### src/rtl/uc_arbiter_pq.sv
// Unit-clause arbiter: buffers memory unit literals, then broadcasts the smallest-magnitude
// literal among queue head and engine heads, dropping duplicates and flagging conflicts.
// Optional saturating statistics counters are enabled with `define UCA_STATS_EN.
module uc_arbiter_pq #(
  parameter int NUM_ENGINE = 4,
  parameter int VAR_MAX    = 127,
  parameter int Q_DEPTH    = 16,
  localparam int LIT_W     = $clog2(VAR_MAX+1)+1
) (
  input  logic                          clk,
  input  logic                          rst,
  input  logic                          clear,
  input  logic                          mem2uca_valid,
  output logic                          mem2uca_ready,
  input  logic signed [LIT_W-1:0]       mem2uca,
  input  logic                          mem2uca_done,
  input  logic [NUM_ENGINE*LIT_W-1:0]   eng2uca_min,
  input  logic [NUM_ENGINE-1:0]         eng2uca_valid,
  output logic [NUM_ENGINE-1:0]         uca2eng_pop,
  output logic signed [LIT_W-1:0]       uca2eng,
  output logic                          uca2eng_valid,
  input  logic [NUM_ENGINE-1:0]         uca2eng_full,
  output logic                          conflict,
  output logic [LIT_W-2:0]              conflict_var,
  output logic                          idle
`ifdef UCA_STATS_EN
  ,
  output logic [15:0]                   stat_bcast_cnt,
  output logic [15:0]                   stat_dup_cnt
`endif
);

  localparam int MAG_W = LIT_W-1;
  localparam int QA_W  = $clog2(Q_DEPTH);
  localparam int PTR_W = QA_W+1;

  typedef enum logic [1:0] {S_IDLE, S_LOAD, S_MERGE, S_CONFLICT} state_t;

  function automatic logic [MAG_W-1:0] mag_of(input logic signed [LIT_W-1:0] lit);
    logic signed [LIT_W-1:0] a;
    a = lit[LIT_W-1] ? -lit : lit;
    return a[MAG_W-1:0];
  endfunction

  state_t                  state_q, state_d;
  logic signed [LIT_W-1:0] q_mem [Q_DEPTH];
  logic [PTR_W-1:0]        q_wr_ptr_q, q_wr_ptr_d, q_rd_ptr_q, q_rd_ptr_d;
  logic [VAR_MAX:0]        assigned_q, assigned_d, value_q, value_d;
  logic signed [LIT_W-1:0] bcast_q, bcast_d;
  logic                    bcast_vld_q, bcast_vld_d;
  logic                    conflict_q, conflict_d;
  logic [MAG_W-1:0]        conflict_var_q, conflict_var_d;

  logic                    q_empty, q_full, q_push, q_pop, mem_xfer, stall, take;
  logic signed [LIT_W-1:0] q_head, eng_lit, win_lit;
  logic [MAG_W-1:0]        win_mag;
  logic                    win_vld, win_q;
  logic [NUM_ENGINE-1:0]   win_oh;
  logic                    is_zero, is_assigned, win_pol, new_bcast, dup, conf;

  assign q_empty  = (q_wr_ptr_q == q_rd_ptr_q);
  assign q_full   = (q_wr_ptr_q[QA_W] != q_rd_ptr_q[QA_W]) &&
                    (q_wr_ptr_q[QA_W-1:0] == q_rd_ptr_q[QA_W-1:0]);
  assign q_head   = q_mem[q_rd_ptr_q[QA_W-1:0]];

  assign mem2uca_ready = (state_q == S_LOAD) & ~q_full;
  assign mem_xfer      = mem2uca_valid & mem2uca_ready;
  // Zero literals complete the handshake but never occupy a queue slot.
  assign q_push        = mem_xfer & (mem2uca != '0);
  assign stall         = bcast_vld_q & (|uca2eng_full);

  // Strict less-than keeps the queue, then the lowest engine, on equal magnitudes.
  always_comb begin
    win_vld = 1'b0;
    win_lit = '0;
    win_mag = '0;
    win_q   = 1'b0;
    win_oh  = '0;
    eng_lit = '0;
    if (!q_empty) begin
      win_vld = 1'b1;
      win_lit = q_head;
      win_mag = mag_of(q_head);
      win_q   = 1'b1;
    end
    for (int i = 0; i < NUM_ENGINE; i++) begin
      eng_lit = eng2uca_min[i*LIT_W +: LIT_W];
      if (eng2uca_valid[i] && (!win_vld || (mag_of(eng_lit) < win_mag))) begin
        win_vld    = 1'b1;
        win_lit    = eng_lit;
        win_mag    = mag_of(eng_lit);
        win_q      = 1'b0;
        win_oh     = '0;
        win_oh[i]  = 1'b1;
      end
    end
  end

  assign take        = (state_q == S_MERGE) & ~stall & win_vld;
  assign uca2eng_pop = take ? win_oh : '0;
  assign q_pop       = take & win_q;

  assign is_zero     = (win_lit == '0);
  assign is_assigned = assigned_q[win_mag];
  assign win_pol     = ~win_lit[LIT_W-1];
  assign new_bcast   = take & ~is_zero & ~is_assigned;
  assign dup         = take & ~is_zero & is_assigned & (value_q[win_mag] == win_pol);
  assign conf        = take & ~is_zero & is_assigned & (value_q[win_mag] != win_pol);

  always_comb begin
    state_d        = state_q;
    q_wr_ptr_d     = q_wr_ptr_q + {{(PTR_W-1){1'b0}}, q_push};
    q_rd_ptr_d     = q_rd_ptr_q + {{(PTR_W-1){1'b0}}, q_pop};
    assigned_d     = assigned_q;
    value_d        = value_q;
    bcast_d        = bcast_q;
    bcast_vld_d    = 1'b0;
    conflict_d     = conflict_q;
    conflict_var_d = conflict_var_q;
    case (state_q)
      S_IDLE:  state_d = S_LOAD;
      S_LOAD:  if (mem2uca_done && !mem_xfer) state_d = S_MERGE;
      S_MERGE: if (conf) state_d = S_CONFLICT;
      default: state_d = state_q;
    endcase
    if (stall) begin
      bcast_vld_d = bcast_vld_q;
    end else if (new_bcast) begin
      bcast_d              = win_lit;
      bcast_vld_d          = 1'b1;
      assigned_d[win_mag]  = 1'b1;
      value_d[win_mag]     = win_pol;
    end
    if (conf) begin
      conflict_d     = 1'b1;
      conflict_var_d = win_mag;
    end
    if (clear) begin
      state_d        = S_IDLE;
      q_wr_ptr_d     = '0;
      q_rd_ptr_d     = '0;
      assigned_d     = '0;
      value_d        = '0;
      bcast_d        = '0;
      bcast_vld_d    = 1'b0;
      conflict_d     = 1'b0;
      conflict_var_d = '0;
    end
  end

  always_ff @(posedge clk or negedge rst) begin
    if (!rst) begin
      state_q        <= S_IDLE;
      q_wr_ptr_q     <= '0;
      q_rd_ptr_q     <= '0;
      assigned_q     <= '0;
      value_q        <= '0;
      bcast_q        <= '0;
      bcast_vld_q    <= 1'b0;
      conflict_q     <= 1'b0;
      conflict_var_q <= '0;
    end else begin
      state_q        <= state_d;
      q_wr_ptr_q     <= q_wr_ptr_d;
      q_rd_ptr_q     <= q_rd_ptr_d;
      assigned_q     <= assigned_d;
      value_q        <= value_d;
      bcast_q        <= bcast_d;
      bcast_vld_q    <= bcast_vld_d;
      conflict_q     <= conflict_d;
      conflict_var_q <= conflict_var_d;
    end
  end

  always_ff @(posedge clk) begin
    if (q_push) q_mem[q_wr_ptr_q[QA_W-1:0]] <= mem2uca;
  end

  assign uca2eng       = bcast_q;
  assign uca2eng_valid = bcast_vld_q;
  assign conflict      = conflict_q;
  assign conflict_var  = conflict_var_q;
  assign idle          = (state_q == S_MERGE) & q_empty & ~(|eng2uca_valid) & ~bcast_vld_q;

`ifdef UCA_STATS_EN
  logic [15:0] bcast_cnt_q, bcast_cnt_d, dup_cnt_q, dup_cnt_d;

  always_comb begin
    bcast_cnt_d = bcast_cnt_q;
    dup_cnt_d   = dup_cnt_q;
    if (new_bcast && !stall && bcast_cnt_q != 16'hFFFF) bcast_cnt_d = bcast_cnt_q + 16'd1;
    if (dup && dup_cnt_q != 16'hFFFF) dup_cnt_d = dup_cnt_q + 16'd1;
    if (clear) begin
      bcast_cnt_d = '0;
      dup_cnt_d   = '0;
    end
  end

  always_ff @(posedge clk or negedge rst) begin
    if (!rst) begin
      bcast_cnt_q <= '0;
      dup_cnt_q   <= '0;
    end else begin
      bcast_cnt_q <= bcast_cnt_d;
      dup_cnt_q   <= dup_cnt_d;
    end
  end

  assign stat_bcast_cnt = bcast_cnt_q;
  assign stat_dup_cnt   = dup_cnt_q;
`endif

endmodule

### config.mk
export PLATFORM = sky130hd
export DESIGN_NAME = uc_arbiter_pq
export DESIGN_NICKNAME = d
export VERILOG_FILES = /design/src/rtl/uc_arbiter_pq.sv
export SDC_FILE = /design/constraint.sdc
export NUM_CORES = 1
export LEC_CHECK = 0
export CAP_MARGIN = 10
export CORE_MARGIN = 4
export CORE_UTILIZATION = 45
export CTS_BUF_LIST = sky130_fd_sc_hd__clkbuf_8
export DETAILED_ROUTE_END_ITERATION = 10
export GPL_ROUTABILITY_DRIVEN = 0
export PLACE_DENSITY = 0.74
export SLEW_MARGIN = 10
export SYNTH_ARGS = -nofsm -noshare
export SYNTH_HDL_FRONTEND = slang
export SYNTH_SLANG_ARGS = --single-unit
### constraint.sdc
create_clock -name clk -period 27.1 [get_ports clk]
set_input_delay 8.13 -clock clk [delete_from_list [all_inputs] [get_ports clk]]
set_output_delay 8.13 -clock clk [all_outputs]
set_load 0.005 [all_outputs]
==> results.yml, run 1 <==
outcome:
  status: "completed"
route:
  vias_per_cell: 6.20
  initialDrtViolationCount: 2139
  drt-total-wl_um: 64400
  wl_per_cell_um: 22.9
  drc: 0
  ant_nets: 0
  first_pass_iters: 8
  num_vias: 17400
power_and_ir_drop:
  swShare_pct: 41.2
  switchingPower_mw: 0.794
  p_seq_share_pct: 34.3
  p_per_area_mw_per_mm2: 78.5
  leakage_nw: 10.1
  clockPowerShare_pct: 28.6
  p_int_mw: 1.13
  p_comb_share_pct: 37.0
  peakVddDrop_mv: 0.0563
critical_path:
  worst-path-max-fanout: 31
  critPathMaxStageDelay_ns: 0.60
  required_ns: 18.97
  crit_top_cell: "ha_1"
  startpoint_type: "input pin"
  worstReg2RegEnd: "state_q[0]"
  r2r-start: "q_rd_ptr_q[0]"
  slowest_stage: "clkdlybuf4s50_1"
  r2r_cells: 45
  setup.worst_path.class: "in2out"
  arrival_ns: 18.09
  worst-r2r-setup-slack_ns: 12.00
  end_kind: "output pin"
logic_synthesis:
  synth_nets: 2184
  ys.warnings.count: 0
  synth_edf_count: 128
  postSynthAreaPerCell_um2: 10.5
  syn_inst: 2095
  yosys_register_bits: 413
  syn_area_mm2: 0.0220
  synthDistinctLibCells: 91
  ys_seq_area_share_pct: 49.9
  async_flop_share_pct: 69.0
  ys.flop_type: "dfrtp_1"
timing:
  fin_crit_sh_pct: 96.8
  rsz0062_at_grt: "no"
  period_needed_ns: 26.22
  tns_ns: 0
  slew_headroom_pct: 15.5
  hold_viol: 0
  worstMarginPinSlew_ns: 1.26
  slew_violations: 0
  holdWs_ns: 0.512
  skew_ns: 0.0480
  fmax_mhz: 38.1
  setup_viol_count_final: 0
finish:
  mostFrequentLayoutCell: "dfrtp_1"
  nFillCells: 4203
  synthToLayoutAreaGrowth_pct: 11.6
  layout.nets: 2229
  layout_common_cells: "dfrtp_1, inv_1, nand2_1"
  drive_above_1_share_pct: 9.50
  postLayoutCellArea_mm2: 0.0245
die:
  pin_count: 76
  die_h_um: 229
  rows: 80
  die_area_mm2: 0.0525
  initial_utilization_pct: 45.8
  chipWidth_um: 229
  core_region_area_mm2: 0.0480
global_routing:
  track_usage_pct: 23.9
  grt_max_degree: 153
  grt_pass1_vias: 17400
  grt_pass1_wl_um: 100000
  antenna_found_initial: 0
  grt.overflow.total: 0
clock_network:
  cts_root_buffer: "clkbuf_8"
  cts.sinks: 413
  cts_resized: 0
  cts_buffers: 72
  h-tree-depth: 3
  clock_latency_ns: 0.65
  hold_buffers: 0
  cts_tree: "done"
  clock_path_buffers: 3
  cts_setup_buffers: 0
  cts.clk_slew.worst_paths_ns: 0.05
hold_path:
  min_path_type: "reg2reg"
  hp-start: "assigned_q[22]"
  hold_path_end: "assigned_q[22]"
  whs_path_depth: 2
job:
  drv_cap: 0
placement:
  port_buffers: 75
  dp_hpwl_um: 40500
  placed_area_mm2: 0.0232
[area by class of cell]
type	instances	area [um2]	share of cell area (%)
Clock buffer	82	1130	4.60
Antenna cell	1	2.50	0.0102
Sequential cell	413	11000	44.7
Multi-Input combinational cell	1391	9850	40.1
Timing Repair Buffer	102	972	3.96
Inverter	160	601	2.45
Clock inverter	41	243	0.989
Tap cell	615	769	3.14
[routing by layer]
metal  share of wire, %  track usage (%)
met1                 41             32.3
met2                 45             36.7
met3                8.9             5.45
met5                  0                0
met4                5.2             11.4
[power by group through the flow]
stage | clock (mW) | combinational, mW | sequential, mW
after global routing | 0.590 | 0.742 | 0.662
after CTS | 0.558 | 0.688 | 0.661
after global placement | 0 | 0.676 | 0.672
final | 0.551 | 0.714 | 0.662
after detailed placement | 0 | 0.685 | 0.673
after floorplan | 0 | 0.413 | 0.670
[worst max path at each step]
stage	from	endpoint	slack (ns)
floorplan	eng2uca_min[1]	uca2eng_pop[0]	2.51
global placement	eng2uca_min[0]	uca2eng_pop[1]	1.10
detailed placement	eng2uca_min[0]	uca2eng_pop[1]	0.75
CTS	eng2uca_min[0]	uca2eng_pop[1]	0.74
global route	eng2uca_min[0]	uca2eng_pop[1]	0.20
finish	eng2uca_min[0]	uca2eng_pop[1]	0.88
[sequential cells by signal, summed over array words and instances (netlist names)]
name / count
uca2eng_valid: 1
q_mem: 128
q_rd_ptr_q: 5
conflict: 1
conflict_var: 7
uca2eng: 8
q_wr_ptr_q: 5
state_q: 2
assigned_q: 128
value_q: 128
[cell families (layout without fill, tap and decap cells)]
logic type,count (synthesis),in the layout,share of synthesized area (%)
flip-flops,413,413,49.9
buffers and inverters,291,385,5.77
XOR/XNOR,37,37,1.47
multiplexers,204,204,11.1
AND/OR/NAND/NOR,692,692,16.5
AO/OA/AOI/OAI,422,422,13.2
other,0,1,0
adder cells (fa/ha/maj),36,36,2.05
[metrics by stage]
step           cells  setup WS, ns  power (mW)  utilization, %
2_1_floorplan   2095          2.51        1.08               -
3_3_place_gp    2681          1.10        1.35            48.2
3_5_place_dp    2681         0.755        1.36            48.2
4_1_cts         2804         0.739        1.91            51.1
5_1_grt         2804         0.202        1.99            51.1
6_report        2805         0.881        1.93            51.1
[worst max-delay path, delay by kind of cell]
family                     cells  cell delay (ns)
xor gates and xnor gates       1             0.15
muxes                          1             0.46
AOI/OAI and AO/OA             15             3.84
and+or+nand+nor               11             2.64
buffers and inverters          4             1.58
adders and majority gates      4             1.25
[synth_stat cells (9+ instances only)]
cell type / number / area [um2]
mux2i_1: 167 / 1670
nand3_1: 54 / 270
a22o_1: 10 / 87.6
a22oi_1: 27 / 203
o22ai_1: 11 / 68.8
a31o_2: 9 / 78.8
a222oi_1: 10 / 100
nand2_1: 182 / 683
edfxtp_1: 128 / 3840
a31oi_1: 21 / 131
ha_1: 36 / 450
buf_2: 13 / 65.1
a21oi_1: 171 / 856
nand4_1: 9 / 56.3
nand2b_1: 141 / 882
nor3_1: 34 / 170
a21o_1: 14 / 105
xor2_1: 16 / 140
dfrtp_1: 285 / 7130
clkbuf_1: 89 / 334
and3_1: 11 / 68.8
a211oi_1: 9 / 67.6
o31ai_1: 10 / 75.1
a32oi_1: 16 / 140
buf_6: 18 / 203
nor2_1: 82 / 308
o21ai_0: 19 / 95.1
or3_1: 131 / 820
mux4_2: 31 / 698
nor2b_1: 12 / 75.1
xnor2_1: 21 / 184
inv_1: 158 / 593
(Power assumes the default switching activity.)
==> run 2, diff against run 1 <==
--- a/config.mk
+++ b/config.mk
@@ -9,6 +9,7 @@
 export CORE_MARGIN = 4
 export CORE_UTILIZATION = 45
 export CTS_BUF_LIST = sky130_fd_sc_hd__clkbuf_8
+export CTS_CLUSTER_SIZE = 10
 export DETAILED_ROUTE_END_ITERATION = 10
 export GPL_ROUTABILITY_DRIVEN = 0
 export PLACE_DENSITY = 0.74
==> results of run 2 <==
The final DEF is identical to that of run 1; final timing and power are the same.
